==> src/rtl/apb_info_pkg.sv <==
// Shared types and address map for the APB info completer.
// Holds the FSM state type, register offsets and the access error rule.
package apb_info_pkg;

  localparam int WAIT_W = 4;

  typedef enum logic [1:0] {
    IDLE,
    SETUP,
    WAIT,
    ACCESS
  } state_t;

  localparam logic [31:0] ADDR_NUMBER  = 32'h0000_0000;
  localparam logic [31:0] ADDR_DATE    = 32'h0000_0004;
  localparam logic [31:0] ADDR_SURNAME = 32'h0000_0008;
  localparam logic [31:0] ADDR_NAME    = 32'h0000_000C;
  localparam logic [31:0] ADDR_CNT     = 32'h0000_0010;

  // Misaligned, out of range (incl. upper bits) or write to the RO counter.
  function automatic logic bad_access(
    input logic [31:0] addr,
    input logic        wr
  );
    return (addr[1:0] != 2'b00) ||
           (addr > ADDR_CNT) ||
           (wr && (addr == ADDR_CNT));
  endfunction

endpackage

==> src/rtl/apb_info_regfile.sv <==
// Info register storage, address/error decode and transfer counters.
// Updates happen only on a commit pulse from the bus FSM.
module apb_info_regfile
  import apb_info_pkg::*;
#(
  parameter logic [31:0] RST_NUMBER  = 32'h0,
  parameter logic [31:0] RST_DATE    = 32'h0,
  parameter logic [31:0] RST_SURNAME = 32'h0,
  parameter logic [31:0] RST_NAME    = 32'h0
) (
  input  logic        i_clk,
  input  logic        i_rst,
  input  logic        i_commit,
  input  logic        i_write,
  input  logic [31:0] i_addr,
  input  logic [31:0] i_wdata,
  output logic [31:0] o_rdata,
  output logic        o_err
);

  logic [31:0] r_info [4];
  logic [15:0] r_wr_cnt;
  logic [15:0] r_rd_cnt;
  logic [1:0]  w_idx;
  logic [31:0] w_rd;

  assign o_err = bad_access(i_addr, i_write);
  assign w_idx = i_addr[3:2];

  // Register writes and counter bumps on a successful transfer only.
  always_ff @(posedge i_clk or posedge i_rst) begin
    if (i_rst) begin
      r_info[0] <= RST_NUMBER;
      r_info[1] <= RST_DATE;
      r_info[2] <= RST_SURNAME;
      r_info[3] <= RST_NAME;
      r_wr_cnt  <= '0;
      r_rd_cnt  <= '0;
    end else if (i_commit && !o_err) begin
      if (i_write) begin
        r_info[w_idx] <= i_wdata;
        r_wr_cnt      <= r_wr_cnt + 16'd1;
      end else begin
        r_rd_cnt <= r_rd_cnt + 16'd1;
      end
    end
  end

  // Read mux; counter word shows the values before this read counts.
  always_comb begin
    w_rd = '0;
    case (i_addr)
      ADDR_NUMBER:  w_rd = r_info[0];
      ADDR_DATE:    w_rd = r_info[1];
      ADDR_SURNAME: w_rd = r_info[2];
      ADDR_NAME:    w_rd = r_info[3];
      ADDR_CNT:     w_rd = {r_rd_cnt, r_wr_cnt};
      default:      w_rd = '0;
    endcase
    o_rdata = (o_err || i_write) ? 32'h0 : w_rd;
  end

endmodule

==> src/rtl/apb_info_completer.sv <==
// APB completer for the info registers: bus FSM, wait-state counter
// and registered PREADY/PRDATA/PSLVERR driven on entry to ACCESS.
module apb_info_completer
  import apb_info_pkg::*;
#(
  parameter int unsigned WAIT_STATES = 1,
  parameter logic [31:0] RST_NUMBER  = 32'h0,
  parameter logic [31:0] RST_DATE    = 32'h0,
  parameter logic [31:0] RST_SURNAME = 32'h0,
  parameter logic [31:0] RST_NAME    = 32'h0
) (
  input  logic        PCLK,
  input  logic        PRESET,
  input  logic        PSEL,
  input  logic        PENABLE,
  input  logic        PWRITE,
  input  logic [31:0] PADDR,
  input  logic [31:0] PWDATA,
  output logic [31:0] PRDATA,
  output logic        PREADY,
  output logic        PSLVERR
);

  localparam logic [WAIT_W-1:0] WS = WAIT_W'(WAIT_STATES);

  state_t              r_state;
  state_t              w_next;
  logic [WAIT_W-1:0]   r_cnt;
  logic [WAIT_W-1:0]   w_cnt_nx;
  logic [31:0]         r_addr;
  logic [31:0]         r_wdata;
  logic                r_write;
  logic [31:0]         r_rdata;
  logic                r_ready;
  logic                r_slverr;
  logic                w_start;
  logic                w_commit;
  logic [31:0]         w_addr;
  logic [31:0]         w_wdata;
  logic                w_write;
  logic [31:0]         w_rf_rdata;
  logic                w_rf_err;

  // A setup phase is accepted from IDLE or straight after ACCESS.
  assign w_start = PSEL && !PENABLE &&
                   ((r_state == IDLE) || (r_state == ACCESS));

  // The first PENABLE cycle (SETUP) already counts as a wait cycle;
  // with no wait states the setup phase leads directly into ACCESS.
  always_comb begin
    w_next   = r_state;
    w_cnt_nx = r_cnt;
    unique case (r_state)
      IDLE, ACCESS: begin
        w_next = IDLE;
        if (w_start) begin
          w_cnt_nx = WS;
          w_next   = (WS == '0) ? ACCESS : SETUP;
        end
      end
      SETUP, WAIT: begin
        if (!PSEL) begin
          w_next   = IDLE;
          w_cnt_nx = '0;
        end else if (PENABLE) begin
          if (r_cnt <= WAIT_W'(1)) begin
            w_next   = ACCESS;
            w_cnt_nx = '0;
          end else begin
            w_next   = WAIT;
            w_cnt_nx = r_cnt - WAIT_W'(1);
          end
        end
      end
      default: w_next = IDLE;
    endcase
  end

  assign w_commit = (w_next == ACCESS);

  // With zero wait states the commit coincides with the setup edge.
  assign w_addr  = w_start ? PADDR  : r_addr;
  assign w_wdata = w_start ? PWDATA : r_wdata;
  assign w_write = w_start ? PWRITE : r_write;

  // FSM state and wait counter.
  always_ff @(posedge PCLK or posedge PRESET) begin
    if (PRESET) begin
      r_state <= IDLE;
      r_cnt   <= '0;
    end else begin
      r_state <= w_next;
      r_cnt   <= w_cnt_nx;
    end
  end

  // Transfer attributes are frozen at the setup phase.
  always_ff @(posedge PCLK or posedge PRESET) begin
    if (PRESET) begin
      r_addr  <= '0;
      r_wdata <= '0;
      r_write <= 1'b0;
    end else if (w_start) begin
      r_addr  <= PADDR;
      r_wdata <= PWDATA;
      r_write <= PWRITE;
    end
  end

  // Response outputs live for exactly the ACCESS cycle.
  always_ff @(posedge PCLK or posedge PRESET) begin
    if (PRESET) begin
      r_ready  <= 1'b0;
      r_rdata  <= '0;
      r_slverr <= 1'b0;
    end else begin
      r_ready  <= w_commit;
      r_rdata  <= w_commit ? w_rf_rdata : 32'h0;
      r_slverr <= w_commit && w_rf_err;
    end
  end

  assign PREADY  = r_ready;
  assign PRDATA  = r_rdata;
  assign PSLVERR = r_slverr;

  apb_info_regfile #(
    .RST_NUMBER  (RST_NUMBER),
    .RST_DATE    (RST_DATE),
    .RST_SURNAME (RST_SURNAME),
    .RST_NAME    (RST_NAME)
  ) u_regfile (
    .i_clk    (PCLK),
    .i_rst    (PRESET),
    .i_commit (w_commit),
    .i_write  (w_write),
    .i_addr   (w_addr),
    .i_wdata  (w_wdata),
    .o_rdata  (w_rf_rdata),
    .o_err    (w_rf_err)
  );

endmodule
==> config.mk <==
export PLATFORM = sky130hd
export DESIGN_NAME = apb_info_completer
export DESIGN_NICKNAME = d
export VERILOG_FILES = /design/src/rtl/apb_info_pkg.sv /design/src/rtl/apb_info_regfile.sv /design/src/rtl/apb_info_completer.sv
export SDC_FILE = /design/constraint.sdc
export NUM_CORES = 1
export LEC_CHECK = 0
export CAP_MARGIN = 5
export CORE_ASPECT_RATIO = 1.25
export CORE_MARGIN = 4
export CORE_UTILIZATION = 58
export CTS_CLUSTER_DIAMETER = 150
export CTS_CLUSTER_SIZE = 16
export DETAILED_ROUTE_END_ITERATION = 16
export PLACE_DENSITY = 0.9
export SYNTH_ARGS = -nofsm -noshare
export SYNTH_HDL_FRONTEND = slang
export SYNTH_HIERARCHICAL = 1
export SYNTH_SLANG_ARGS = --single-unit
export TNS_END_PERCENT = 100
==> constraint.sdc <==
create_clock -name PCLK -period 6.7 [get_ports PCLK]
set_input_delay 0.67 -clock PCLK [delete_from_list [all_inputs] [get_ports PCLK]]
set_output_delay 0.67 -clock PCLK [all_outputs]
set_load 0.01 [all_outputs]
Word level (Yosys, flattened, before mapping)
Index checks and enable logic that the tools add are counted.
W data, S select, Z words.

cells by class
  bitwise operators = 2
  divide/modulo/power cells = 0
  equality and inequality tests = 10
  shift operators = 0
  multiplexer cells = 19
  $mul = 0
  add/sub/neg operators = 3
  magnitude comparators = 4
  reductions and logical operators = 20

operators with widths
  kind                     count
  $mux W32                 5
  $pmux W32 S5             1
  $bwmux W128              1
  $demux W32 S2            1
  $eq A32 B4 Y1 const B    2
  $add A16 B1 Y16 const B  2
  $eq A32 B3 Y1 const B    1
  $eq A32 B5 Y1 const B    1
  $gt A32 B5 Y1 const B    1
  $logic_not A32 Y1        1
  $mux W4                  4
  $pmux W4 S2              1
  $eq A2 B2 Y1 const B     3
  $logic_and A1 B1 Y1      6
  $reduce_and A2 Y1        3
  $le A4 B1 Y1 const B     1
  $logic_or A1 B1 Y1       4
  $mux W2                  2
  $pmux W2 S2              1
  $reduce_or A2 Y1         2
  $sub A4 B1 Y4 const B    1
  $ge A3 B3 Y1 const B     1
  $lt A3 B1 Y1 const B     1
  $mux W1                  3
  other kinds (8)          9

storage, ports and cells
  memory bits (read-only) = 0
  bits in latches = 0
  output and inout bits = 34
  RAM bits = 0
  word-level logic and storage cells = 72
  memories kept = 0
  bits in registers = 265
  input bits = 69

Logic depth before layout (Yosys ltp)
  word-level depth = 10
  depth in mapped cells = 14
  gate-level depth less buffers = 9

Hierarchy
Netlist, hierarchy kept.

by module, submodules not included
  module              cells each  instances  area an instance (µm²)  sequential area each (µm²)
  apb_info_regfile    505         1          7457.2                  4003.8
  apb_info_completer  258         1          4086.4                  2627.5

Least setup slack after synthesis
OpenSTA, ideal clock, no wires.

  path type = input-to-reg
  from = input port PENABLE
  to = register u_regfile/r_info[100] (netlist name)
  data arrival time = 3.338 ns
  setup time = 0.125 ns
  path buffers = 4
  stages = 12
  slack = 3.237 ns
  data required time = 6.575 ns
  cells stage by stage = clkbuf_2 -> nor2b_2 -> and2_1 -> buf_6 -> buf_6 -> mux2_4 -> nor4_1 -> nand4_1 -> or2_4 -> nor4_4 -> buf_6 -> mux2_2

on the way
  word-level cells in the longest chain between the ends = 10
  elaborated cells between the ends (all ways) = 27
  those cells by class = 3 x order compare; 2 x eq/ne; 10 x mux; 1 x bitwise; 11 x reduce/logical

ends and longest elaborated chain
  item                                                       RTL line                                text
  from (decl)                                                apb_info_completer.sv:15                input logic PENABLE,
  $logic_not A1 Y1 *                                         apb_info_completer.sv:45                assign w_start = PSEL && !PENABLE &&
  $logic_and A1 B1 Y1 * (2 in a row)                         apb_info_completer.sv:45
  $mux W32 *                                                 -
  net w_addr[24]                                             apb_info_completer.sv:38                logic [31:0] w_addr;
  $gt A32 B5 Y1 or $eq A32 B5 Y1 (tied branches)             apb_info_pkg.sv:26, apb_info_pkg.sv:27
  $logic_or A1 B1 Y1 or $logic_and A1 B1 Y1 (tied branches)  apb_info_pkg.sv:25, apb_info_pkg.sv:27
  $logic_or A1 B1 Y1 *                                       apb_info_pkg.sv:26                      (addr > ADDR_CNT) ||
  $logic_not A1 Y1 *                                         apb_info_regfile.sv:39                  end else if (i_commit && !o_err) begin
  $logic_and A1 B1 Y1 *                                      apb_info_regfile.sv:39
  $reduce_and A2 Y1 (no line) *                              -
  to (signal, indexed assignment)                            apb_info_regfile.sv:41                  r_info[w_idx] <= i_wdata;
  to (decl)                                                  apb_info_regfile.sv:21                  logic [31:0] r_info [4];

The timed path passes the listed nets; every way through them passes the cells marked *.
A chain may end at the register's enable or synchronous reset.

Worst setup path after layout
  from = input port PSEL
  to = register u_regfile/r_info[26] (netlist name)

on the way
  word-level cells in the longest chain between the ends = 9
  elaborated cells between the ends (all ways) = 25
  those cells by class = 3 x order compare; 2 x eq/ne; 9 x mux; 1 x bitwise; 10 x reduce/logical

ends and longest elaborated chain
  item                                                       RTL line                                text
  from (decl)                                                apb_info_completer.sv:14                input logic PSEL,
  $logic_and A1 B1 Y1 * (2 in a row)                         apb_info_completer.sv:45
  $mux W32 *                                                 -
  net w_addr[19]                                             apb_info_completer.sv:38
  $gt A32 B5 Y1 or $eq A32 B5 Y1 (tied branches)             apb_info_pkg.sv:26, apb_info_pkg.sv:27
  $logic_or A1 B1 Y1 or $logic_and A1 B1 Y1 (tied branches)  apb_info_pkg.sv:25, apb_info_pkg.sv:27
  $logic_or A1 B1 Y1 *                                       apb_info_pkg.sv:26
  $logic_not A1 Y1 *                                         apb_info_regfile.sv:39
  $logic_and A1 B1 Y1 *                                      apb_info_regfile.sv:39
  $reduce_and A2 Y1 (no line) *                              -

Marked as above.

==> qor.txt <==
Post-CTS Setup Bufs - 0
Detailed router's first-iteration violation count - 481
Number of max-slew violations in the final report - 0
Most frequent cells in the layout - 265 x dfrtp_1, 111 x mux2_2, 102 x clkdlybuf4s50_1
Die Area - 22,200 um^2
Row count - 57
Peak VDD IR - 160 uV
Post-route cell area - 13,300 um^2
Initial core utilization - 59.1%
# resized after CTS - 0
Ys async rst share - 100%
Peak Freq - 0.199 GHz
Grt total ovfl - 0
CTS tree - done
RePlAce Congestion - 0.805
Setup ws final - 1.68 ns
First-pass GRT wire length - 38.4 mm
Slowest stage cell, crit path - nand4_1
CTS Root Buffer Type - clkbuf_16
Most common cell after layout, fill and taps aside - dfrtp_1
Maximum clock insertion buffer count - 3
Yosys top cell by area - dfrtp_1
Sequential-to-total area share from yosys stat - 57.4%
Hold Path Class - reg2reg
Worst-path clk slew - 0.07 ns
Top delay family on crit path - simple AND/OR/NAND/NOR gates
Number of flops mapped to enable cells by yosys - 0
Port buffer count - 102
Status - finished clean
Total nets after synthesis - 836
Detailed Place HPWL - 14.6 mm
Tot Pwr - 3.35 mW
Largest net degree at the start of global routing - 107
Post-Route Setup TNS - 0 ns
# IOs - 103
Worst setup path category - in2reg
Setup Skew - 0.0254 ns
Core footprint - 19,500 um^2
Ranking of synthesized cells by area - dfrtp_1 57%, mux2_2 11%, mux4_2 6.2%
Vias post-DR - 6,599
Syn Inst Count - 763
Worst EP required - 7.07 ns
Proportion of layout cells with a drive suffix above 1 - 26.5%
Total CTS buffers - 20
# hold bufs at CTS - 0
Initial antenna violation count - 0
Layout Nets - 926
Worst path cell trace - clkdlybuf4s50_1 > nor2b_2 > and2_4 > mux2_4 > nor4_1 > nand4_1 > nor2_2 > nand4_1 > buf_4 > mux2_2
Drt pass-1 iters - 4
GRT Resource Usage Total - 21.2%
Worst Hold Path Cells - 1
RSZ-0062 raised after global routing - false
Post-synth top area share - 57.4%
Post-Route WL - 23.1 mm
Avg Vias per Cell - 5.90
Final Setup Violations - 0
Synth Flop Type - dfrtp_1
Worst slew pin tran - 1.16 ns
Placed inst area - 12,700 um^2
Mapped Area - 11,500 um^2
MaxCap Viol Count - 0
Synth Area per Inst - 15.1 um^2
Number of synthesized register bits - 265
Yosys Warn Count - 6
Antenna Cells - 0
Tcrit/Tclk final - 75.0%
Routed len/inst - 20.7 um
Pre-CTS setup slack - 1.31 ns
WHS - 0.480 ns
Die extent in x - 134 um
Die H - 166 um
Slew headroom - 21.8%
Final hold vios - 0
Startpoint types - input port
Cell Pwr Density - 253 nW/um^2
P_leak - 6.21 nW
Crit end category - flip-flop
Tmin final - 5.02 ns
Worst Path Buf+Inv - 2
Critical path peak fanout - 39
Clock H-tree levels - 1
Sink Count - 265
Most frequent CP cell - nand4_1
Remaining DRCs - 0
CP max stage delay - 0.73 ns
Area growth, synth to finish - 14.8%
Distinct cells, synth - 43
Worst R2R Path Depth - 9
Vias in the first global route - 7,314
Crit path DAT - 5.40 ns
DRT antenna net count - 0
Critical path depth - 10
Later-pin clock latency in the skew report - 0.50 ns
[report_power, final]
group | total (mW) | switching (mW) | internal (mW)
Combinational | 0.528 | 0.287 | 0.240
Clock | 1.07 | 0.515 | 0.556
Sequential | 1.76 | 0.0404 | 1.71
Total | 3.35 | 0.843 | 2.51
[layout make-up]
type	instances	area, um^2
clock inverter	1	8.76
clock buffer	21	526
tap	265	332
sequential	265	6630
timing repair buffer	112	1120
inverter	8	37.5
multi-input combinational	446	4600
fill	1335	6280
[registers in the layout, indices dropped and copies added, names as in the netlist]
signal,count
PRDATA,32
r_addr,32
u_regfile/r_wr_cnt,16
r_cnt,4
r_state,2
r_wdata,32
u_regfile/r_info,128
r_write,1
PREADY,1
u_regfile/r_rd_cnt,16
PSLVERR,1
[per-layer routing]
| metal | vias to the layer above | part of all wire [%] | GRT usage [%] |
|---|---|---|---|
| met3 | 51 | 4.9 | 2.94 |
| li1 | 2940 | - | - |
| met2 | 179 | 52 | 36.3 |
| met4 | 0 | 2.5 | 6.38 |
| met1 | 3429 | 41 | 28.4 |
| met5 | - | 0 | 0 |
[cells in the mapped netlist, types with 2 or more instances]
master / instances
and4_1: 2
mux2_4: 40
and3_1: 14
buf_2: 7
mux2_1: 44
a22o_1: 32
mux4_2: 32
nor2_1: 13
buf_4: 3
clkbuf_1: 15
and2_1: 37
buf_6: 14
mux2_2: 111
nand3_1: 9
o21a_1: 3
buf_1: 4
ha_1: 4
inv_1: 8
a21oi_1: 2
nand4_1: 22
nor4_1: 7
xnor2_1: 27
o21ai_0: 4
xor2_1: 5
dfrtp_1: 265
nor3_1: 6
nand2_1: 16
nor4_4: 2
[cells by family (layout without fill, tap and decap cells)]
group / after synthesis / count (layout) / synth area share [%]
DFF: 265 / 265 / 57.4
muxes: 227 / 227 / 26.6
and+or+nand+nor: 137 / 137 / 7.10
buffers and inverters: 52 / 142 / 2.79
AOI/OAI and AO/OA: 46 / 46 / 3.24
xor gates and xnor gates: 32 / 32 / 2.43
adders and majority gates: 4 / 4 / 0.434
[path summary, 6_finish.rpt]
path                                               startpoint                                  to  slack, ns
max                                                      PSEL    u_regfile/r_info[26]$_DFFE_PP0P_       1.68
min                        u_regfile/r_rd_cnt[15]$_DFFE_PP0P_  u_regfile/r_rd_cnt[15]$_DFFE_PP0P_       0.48
max reg2reg                              r_state[1]$_DFF_PP0_    u_regfile/r_info[26]$_DFFE_PP0P_       1.97
min reg2reg                u_regfile/r_rd_cnt[15]$_DFFE_PP0P_  u_regfile/r_rd_cnt[15]$_DFFE_PP0P_       0.48
max in group asynchronous                              PRESET    u_regfile/r_info[41]$_DFFE_PP0P_       4.57
min in group asynchronous                              PRESET                r_addr[30]$_DFF_PP0_       0.64
[through the flow]
step	std cells	utilization, %
floorplan	763	-
global route	1118	67.8
CTS	1118	67.8
detailed placement	1096	65.1
global placement	1096	65.1
finish	1118	67.8
Power figures use the tool's default switching activity.
